[src/rtl/dram_rr_arbiter.sv]
// Round-robin sequencer that shares one single-port RAM among NCORES cores.
// Same-address reads are merged into one RAM access; ext_hold lends the RAM to another master.
module dram_rr_arbiter #(
    parameter int NCORES = 4,
    parameter int AW     = 8,
    parameter int DW     = 8,
    parameter int RD_LAT = 2
) (
    input  logic                 clk,
    input  logic                 rst,
    input  logic [NCORES-1:0]    req,
    input  logic [NCORES-1:0]    we,
    input  logic [NCORES*AW-1:0] addr,
    input  logic [NCORES*DW-1:0] wdata,
    input  logic                 ext_hold,
    input  logic [DW-1:0]        ram_q,
    output logic [NCORES-1:0]    ack,
    output logic [NCORES*DW-1:0] rdata,
    output logic [AW-1:0]        ram_addr,
    output logic [DW-1:0]        ram_din,
    output logic                 ram_wren,
    output logic                 busy
);
    // state | meaning
    // IDLE  | sample requests; RAM address/data hold their last value
    // ISSUE | RAM address/data/wren presented for exactly one cycle
    // WAIT  | read latency down-count; ram_q captured at terminal count
    // DONE  | ack pulse to the grant mask; priority pointer advances

    localparam int PW = (NCORES > 1) ? $clog2(NCORES) : 1;
    localparam int CW = $clog2(RD_LAT + 1);

    typedef enum logic [1:0] {IDLE, ISSUE, WAIT, DONE} state_t;

    state_t            state;
    state_t            state_nxt;
    logic [PW-1:0]     ptr;
    logic [PW-1:0]     winner;
    logic [PW-1:0]     win_idx;
    logic [PW-1:0]     scan_idx;
    logic [NCORES-1:0] grant;
    logic [NCORES-1:0] win_mask;
    logic [CW-1:0]     cnt;
    logic              win_found;
    logic              win_we;
    logic [AW-1:0]     win_addr;
    logic [DW-1:0]     win_wdata;
    logic              start;
    logic              cnt_tc;

    // First requester at or after ptr, wrapping modulo NCORES.
    always_comb begin
        win_found = 1'b0;
        win_idx   = '0;
        scan_idx  = '0;
        for (int i = 0; i < NCORES; i++) begin
            scan_idx = PW'((int'(ptr) + i) % NCORES);
            if (!win_found && req[scan_idx]) begin
                win_found = 1'b1;
                win_idx   = scan_idx;
            end
        end
    end

    always_comb begin
        win_we    = 1'b0;
        win_addr  = '0;
        win_wdata = '0;
        for (int k = 0; k < NCORES; k++) begin
            if (win_idx == PW'(k)) begin
                win_we    = we[k];
                win_addr  = addr[k*AW +: AW];
                win_wdata = wdata[k*DW +: DW];
            end
        end
    end

    // A read winner pulls in every other pending read of the same address.
    always_comb begin
        win_mask = '0;
        for (int k = 0; k < NCORES; k++) begin
            if (win_idx == PW'(k)) begin
                win_mask[k] = 1'b1;
            end else if (!win_we && req[k] && !we[k] && (addr[k*AW +: AW] == win_addr)) begin
                win_mask[k] = 1'b1;
            end
        end
    end

    assign start  = (state == IDLE) && win_found && !ext_hold;
    assign cnt_tc = (cnt == CW'(1));
    assign busy   = (state != IDLE);

    always_ff @(posedge clk) begin
        if (rst) begin
            state <= IDLE;
        end else begin
            state <= state_nxt;
        end
    end

    always_comb begin
        state_nxt = state;
        case (state)
            IDLE:    if (start) state_nxt = ISSUE;
            ISSUE:   state_nxt = ram_wren ? DONE : WAIT;
            WAIT:    if (cnt_tc) state_nxt = DONE;
            DONE:    state_nxt = IDLE;
            default: state_nxt = IDLE;
        endcase
    end

    always_ff @(posedge clk) begin
        if (rst) begin
            ptr      <= '0;
            winner   <= '0;
            grant    <= '0;
            cnt      <= '0;
            ack      <= '0;
            rdata    <= '0;
            ram_addr <= '0;
            ram_din  <= '0;
            ram_wren <= 1'b0;
        end else begin
            ack <= '0;
            case (state)
                IDLE: begin
                    if (start) begin
                        ram_addr <= win_addr;
                        ram_din  <= win_wdata;
                        ram_wren <= win_we;
                        winner   <= win_idx;
                        grant    <= win_mask;
                    end
                end
                ISSUE: begin
                    ram_wren <= 1'b0;
                    cnt      <= CW'(RD_LAT);
                    if (ram_wren) begin
                        ack <= grant;
                    end
                end
                WAIT: begin
                    if (cnt_tc) begin
                        for (int k = 0; k < NCORES; k++) begin
                            if (grant[k]) begin
                                rdata[k*DW +: DW] <= ram_q;
                            end
                        end
                        ack <= grant;
                    end else begin
                        cnt <= cnt - 1'b1;
                    end
                end
                DONE: begin
                    ptr <= (winner == PW'(NCORES - 1)) ? '0 : winner + 1'b1;
                end
                default: ;
            endcase
        end
    end

endmodule

[config.mk]
export PLATFORM = sky130hd
export DESIGN_NAME = dram_rr_arbiter
export DESIGN_NICKNAME = d
export VERILOG_FILES = /design/src/rtl/dram_rr_arbiter.sv
export SDC_FILE = /design/constraint.sdc
export NUM_CORES = 1
export LEC_CHECK = 0
export ABC_AREA = 1
export CAP_MARGIN = 30
export CORE_ASPECT_RATIO = 2
export CORE_MARGIN = 4
export CORE_UTILIZATION = 42
export DETAILED_ROUTE_END_ITERATION = 8
export MAX_ROUTING_LAYER = met4
export PLACE_DENSITY_LB_ADDON = 0.15
export SLEW_MARGIN = 25
export SYNTH_ARGS = -nofsm -noshare
export SYNTH_HDL_FRONTEND = slang
export SYNTH_SLANG_ARGS = --single-unit
[constraint.sdc]
create_clock -name clk -period 2.7 [get_ports clk]
set_clock_uncertainty 0.05 [all_clocks]
set_input_delay 0.81 -clock clk [delete_from_list [all_inputs] [get_ports clk]]
set_output_delay 0.81 -clock clk [all_outputs]
set_load 0.005 [all_outputs]
==> out/qor.yml, run 1 <==
routedWlPerCell_um: 17.4
hpwl_mm: 12.6
cts_root_buf: "clkbuf_16"
slew_violations: 0
clock_path_buffers: 2
arrival_ns: 2.90
hp-class: "flop to flop"
whs_path_depth: 2
yosysMostFrequentCell: "nand2_1"
drt_iter0_markers: 215
p_leak_uw: 0.00301
pin_count: 137
syn_inst: 623
path_class: "input pin to flop"
path_clk_slew_ns: 0.05
stdcell_area_um2: 6860
overflow: 0
antenna_found_initial: 0
rsz0062_at_grt: "yes"
postRouteAntennaNets: 0
cts_buffers: 9
io_buffers: 136
fp.dieW_um: 76.9
drt-total-wl_mm: 16.5
core_um2: 9320
via_per_inst: 5.35
synth_warnings: 0
synth-seq-area-share: 0.327
drive_above_1_share: 0.274
critPathLaunchType: "input pin"
multi_input_area_um2: 2610
synth.cell_area_um2: 3990
p_per_area_nw_per_um2: 884
synth.top_cell.area_share: 0.327
reg2reg_depth: 20
synth_cell_type_count: 35
syn-num-nets: 713
clock_sinks: 65
dieArea_um2: 11200
die_h_um: 146
vdd_drop_max_mv: 0.494
avgSynthCellArea_um2: 6.40
max_slew_margin: 0.617
area_delta_synth_final_pct: 72.1
crit_path_max_fanout: 5
layout_setup_ws_ns: -0.0427
fin_cells: 947
place_congestion: 1.01
grt_use_total: 0.289
cts_hold_buf: 0
fmax_mhz: 365
postPlaceCellArea_um2: 5920
grt_pass1_wl_mm: 24.4
async_reset_ff_frac: 0
regArea_um2: 1300
setup_viol: 3
ys_ff_latch: 65
drc: 0
grt_pass1_vias: 5013
crit_required_ns: 2.86
via_count: 5066
rows: 50
hold_ws_ns: 0.389
worstSetupEndpointType: "flop"
status: "finished with violations"
tritoncts: "yes"
synth_common_cells: "156 x nand2_1, 79 x inv_1, 74 x nand3_1, 65 x dfxtp_1, 50 x a21oi_1"
grt_max_degree: 42
max_cap_viol_count: 0
first_pass_iters: 5
fin_crit_ns: 2.74
yosysTopAreaCell: "dfxtp_1"
yosys-top-cells-area: "dfxtp_1 33%, nand2_1 15%, nand3_1 9.3%"
initial_core_util: 0.428
fin_crit_sh: 1.02
fillers: 786
final_util: 0.736
violations: "negative setup slack"
total_power_uw: 6060
yosys_most_used_dff: "dfxtp_1"
worstMarginPinSlew_ns: 0.573
placedCellCount: 909
synth_edf_count: 0
hold_viol_final: 0
worstSkewPairLatency_ns: 0.33
n_antenna_cell: 0
ctsHtreeMaxLevel: 3
nets: 928
[worst max-delay path, cell delays in order]
cell,delay (ns)
buf_6,0.10
inv_4,0.06
nand2_4,0.06
nand3_4,0.09
nand2_4,0.07
nor2_4,0.19
nand4_1,0.22
nand2_4,0.15
buf_6,0.15
nor2_4,0.06
buf_4,0.14
nand2_4,0.06
nand2_4,0.06
buf_4,0.14
a21oi_2,0.19
nor2_1,0.07
nand2_1,0.06
nor2_1,0.04
nand2_1,0.10
a21oi_2,0.06
[routing by layer]
metal	GRT usage	up-vias	part of all wire
met2	0.580	185	0.58
met3	0.0458	52	0.040
met1	0.239	2371	0.32
li1	-	2458	-
met5	-	-	0
met4	0.156	0	0.062
[area by class of cell]
| class | instances | area share |
|---|---|---|
| repair buffers | 225 | 0.317 |
| inverters | 89 | 0.0546 |
| well taps | 104 | 0.0190 |
| clock inverters | 5 | 0.00456 |
| clock buffers | 11 | 0.0354 |
| flip-flops and latches | 65 | 0.190 |
| multi-input cells | 448 | 0.380 |
[per-stage QoR]
step / TNS [ns] / setup WS, ns
6_report: -0.0867 / -0.0427
5_1_grt: -0.735 / -0.183
4_1_cts: 0 / 0.00556
3_5_place_dp: -11.12 / -1.07
3_3_place_gp: -9.30 / -1.01
2_1_floorplan: 0 / 0.122
[cells by family after synthesis]
logic type	count (synthesis)	share of synthesized area
xor gates and xnor gates	2	0.00440
DFF	65	0.327
and+or+nand+nor	322	0.374
buffers and inverters	110	0.116
AOI/OAI and AO/OA	117	0.157
adders and majority gates	7	0.0220
[layout by cell type (no fill, tap or decap), types with 33 or more instances in the layout]
cell / instances
dfxtp_1: 63
nand2_2: 37
o21ai_0: 47
a21oi_1: 46
nor2_1: 33
nand3_1: 55
nand2_1: 124
inv_1: 74
buf_4: 71
clkdlybuf4s50_1: 132
[timing repair]
action                                 4_1_cts  5_1_grt
gates resized for setup                     76       68
setup endpoints to repair                   20        5
setup buffers                               11       11
endpoints found under the hold margin        0        0
pin swaps                                   30       41
[sequential cells by signal (all words and copies together) (netlist names)]
signal	cells
grant	4
ack	4
ram_din	8
ptr	2
ram_wren	1
rdata	32
cnt	2
winner	2
state	2
ram_addr	8
[where the power goes]
part	leakage [µW]	switching (µW)	total [µW]	internal, µW
Clock	0.000135	423	1070	642
Combinational	0.00235	2000	3790	1790
Sequential	0.000529	104	1210	1100
Total	0.00301	2520	6060	3540
[path summary, 6_finish.rpt]
| kind | startpoint | end | slack, ns |
|---|---|---|---|
| setup / recovery | req[1] | grant[2]$_SDFFE_PP0P_ | -0.04 |
| setup reg to reg | ptr[0]$_SDFFE_PP0N_ | grant[2]$_SDFFE_PP0P_ | 0.01 |
| hold reg to reg | rdata[29]$_SDFFE_PP0P_ | rdata[29]$_SDFFE_PP0P_ | 0.39 |
| hold / removal | rdata[29]$_SDFFE_PP0P_ | rdata[29]$_SDFFE_PP0P_ | 0.39 |
Power figures use the tool's default switching activity.
==> run 2: changes to the inputs <==
--- a/config.mk
+++ b/config.mk
@@ -9,7 +9,7 @@
 export CAP_MARGIN = 30
 export CORE_ASPECT_RATIO = 2
 export CORE_MARGIN = 4
-export CORE_UTILIZATION = 42
+export CORE_UTILIZATION = 50
 export DETAILED_ROUTE_END_ITERATION = 8
 export MAX_ROUTING_LAYER = met4
 export PLACE_DENSITY_LB_ADDON = 0.15
==> constraint.sdc (replaced) <==
create_clock -name clk -period 3.53 [get_ports clk]
set_clock_uncertainty 0.05 [all_clocks]
set_input_delay 1.059 -clock clk [delete_from_list [all_inputs] [get_ports clk]]
set_output_delay 1.059 -clock clk [all_outputs]
set_load 0.005 [all_outputs]
==> out/qor.yml, run 2 (synthesis results as in run 1) <==
status: "finished clean"
fin_crit_sh: 0.926
drive_above_1_share: 0.131  # -0.143
final_cell_mix: "156 x nand2_1, 136 x clkdlybuf4s50_1, 79 x inv_1"
cts_root_buf: "clkbuf_16"
total_power_uw: 4010  # -34%
crit_family: "simple AND/OR/NAND/NOR gates"
via_count: 4983  # -1.6%
n_antenna_cell: 0  # unchanged
max_slew_margin: 0.591  # -0.0262
grt_pass1_wl_mm: 24.2  # -0.82%
p_per_area_nw_per_um2: 671  # -24%
path_buf_inv: 4  # -1
pin_count: 137  # unchanged
grt_max_degree: 43  # +2.4%
crit_path_max_fanout: 5  # unchanged
fp.dieW_um: 71.1  # -7.5%
grt_pass1_vias: 4977  # -0.72%
worstSkewPairLatency_ns: 0.33  # about the same
core_um2: 7660  # -18%
nets: 876  # -5.6%
die_h_um: 134  # -7.9%
arrival_ns: 3.43  # +0.53 ns
p_leak_uw: 0.00264  # -12%
area_delta_synth_final_pct: 50.1
top_regs: "rdata: 32 flops, ram_addr: 8 flops, ram_din: 8 flops"
drc: 0  # unchanged
crit_required_ns: 3.70  # +0.84 ns
via_per_inst: 5.63  # +5.3%
hold_viol_final: 0  # unchanged
reg2reg_depth: 17  # -15%
ctsHtreeMaxLevel: 3  # unchanged
critPathLaunchType: "input pin"
hold_path_end: "rdata[15]$_SDFFE_PP0P_"
tritoncts: "yes"
drt_iter0_markers: 430  # +100%
path_class: "input pin to flop"
path_clk_slew_ns: 0.06  # about the same
io_buffers: 136  # unchanged
drt-total-wl_mm: 15.7  # -4.9%
final_common_cell: "nand2_1"
crit_chain: "clkdlybuf4s50_1 > inv_1 > nand2_1 > nand3_2 > nand2_2 > nor2_4 > nand3_2 > nand2_2 > buf_4 > nand3_1 > nand2_1 > nand2_1 > nand2_1 > nand2_2 > buf_4 > xor2_1 > nor2_1 > nand2_1 > a21oi_2"
vdd_drop_max_mv: 0.425  # -14%
first_pass_iters: 8  # +3
rows: 45  # -10%
reg2reg_from: "ptr[0]$_SDFFE_PP0N_"
dieArea_um2: 9550  # -15%
postRouteAntennaNets: 0  # unchanged
routedWlPerCell_um: 17.8  # +1.8%
clock_path_buffers: 2  # unchanged
hp-start: "rdata[15]$_SDFFE_PP0P_"
setup_viol: 0  # -3
grt_use_total: 0.335  # +0.0460
r2r_end: "grant[2]$_SDFFE_PP0P_"
whs_path_depth: 2  # unchanged
place_congestion: 0.985  # -2.5%
cts_buffers: 9  # unchanged
crit_top_cell: "nand2_1"
hp-class: "flop to flop"
overflow: 0  # unchanged
rsz0062_at_grt: "no"
clock_sinks: 65  # unchanged
crit_path_start: "req[1]"
worstSetupEndpointType: "flop"
antenna_found_initial: 0  # unchanged
critPathMaxStageDelay_ns: 0.42  # +0.20 ns
slowest_stage: "clkdlybuf4s50_1"
hold_ws_ns: 0.393  # +0.00372 ns
final_util: 0.781  # +0.0455
r2r_slack_ns: 0.72  # +0.71 ns
initial_core_util: 0.520  # +0.0929
hpwl_mm: 12.1  # -3.9%
largest_reg_flops: 32  # unchanged
slew_violations: 0  # unchanged
fin_crit_ns: 3.27
max_cap_viol_count: 0  # unchanged
worstMarginPinSlew_ns: 0.598  # +0.0255 ns
regMostFlops: "rdata"
tns_ns: 0  # +0.0867 ns
fmax_mhz: 306
run 2: changes by cell type in the layout (fill, tap and decap cells not counted), sizes merged:
cell           before  now
clkdlybuf4s50     132  136
inv                85   88
buf                93   37
bufinv              0    2
clkinv              8    4
clkbuf             11   10
run 2: worst max path at each step:
stage                                 end  slack (ns)  cells after the start
floorplan           grant[3]$_SDFFE_PP0P_        0.70                     16
global placement    grant[2]$_SDFFE_PP0P_       -0.04                     20
detailed placement  grant[2]$_SDFFE_PP0P_       -0.04                     20
CTS                 grant[2]$_SDFFE_PP0P_        0.28                     20
global route        grant[1]$_SDFFE_PP0P_       0.009                     20
finish              grant[2]$_SDFFE_PP0P_        0.26                     19
run 2: power breakdown:
group,internal [µW],switching (µW)
combinational,883,1220
clock,640,345
sequential,843,85.5
run 2: final cells by class:
class / count / area [µm²]
clock buffer: 10 / 239
clock inverter: 6 / 90.1
fill: 557 / 1680
inverter: 89 / 342
multi-input combinational: 448 / 2220
sequential: 65 / 1300
tap: 94 / 118
timing repair buffer: 173 / 1670
run 2: metal layers:
metal	wire, µm	global-route usage
met4	1230	0.246
met3	894	0.0390
met5	0	-
met1	5150	0.306
met2	8440	0.615
run 2: timing repair:
action                                  in CTS  in global routing
gates resized for setup                      0                  2
hold endpoints to repair                     0                  0
buffers inserted                             0                  2
endpoints found under the setup margin       0                  4
hold buffers                                 0                  0
run 2: through the flow:
step	cell area [µm²]	worst slack, ns	std cells
2_1_floorplan	3990	0.703	623
3_3_place_gp	5630	-0.0422	867
3_5_place_dp	5630	-0.0448	867
4_1_cts	5960	0.279	883
5_1_grt	5980	0.00898	885
6_report	5980	0.263	885
run 2: tightest hold or removal path: stages, from the launching register on:
cell and delay (ns):
dfxtp_1 0.31, inv_1 0.04, a21oi_1 0.05
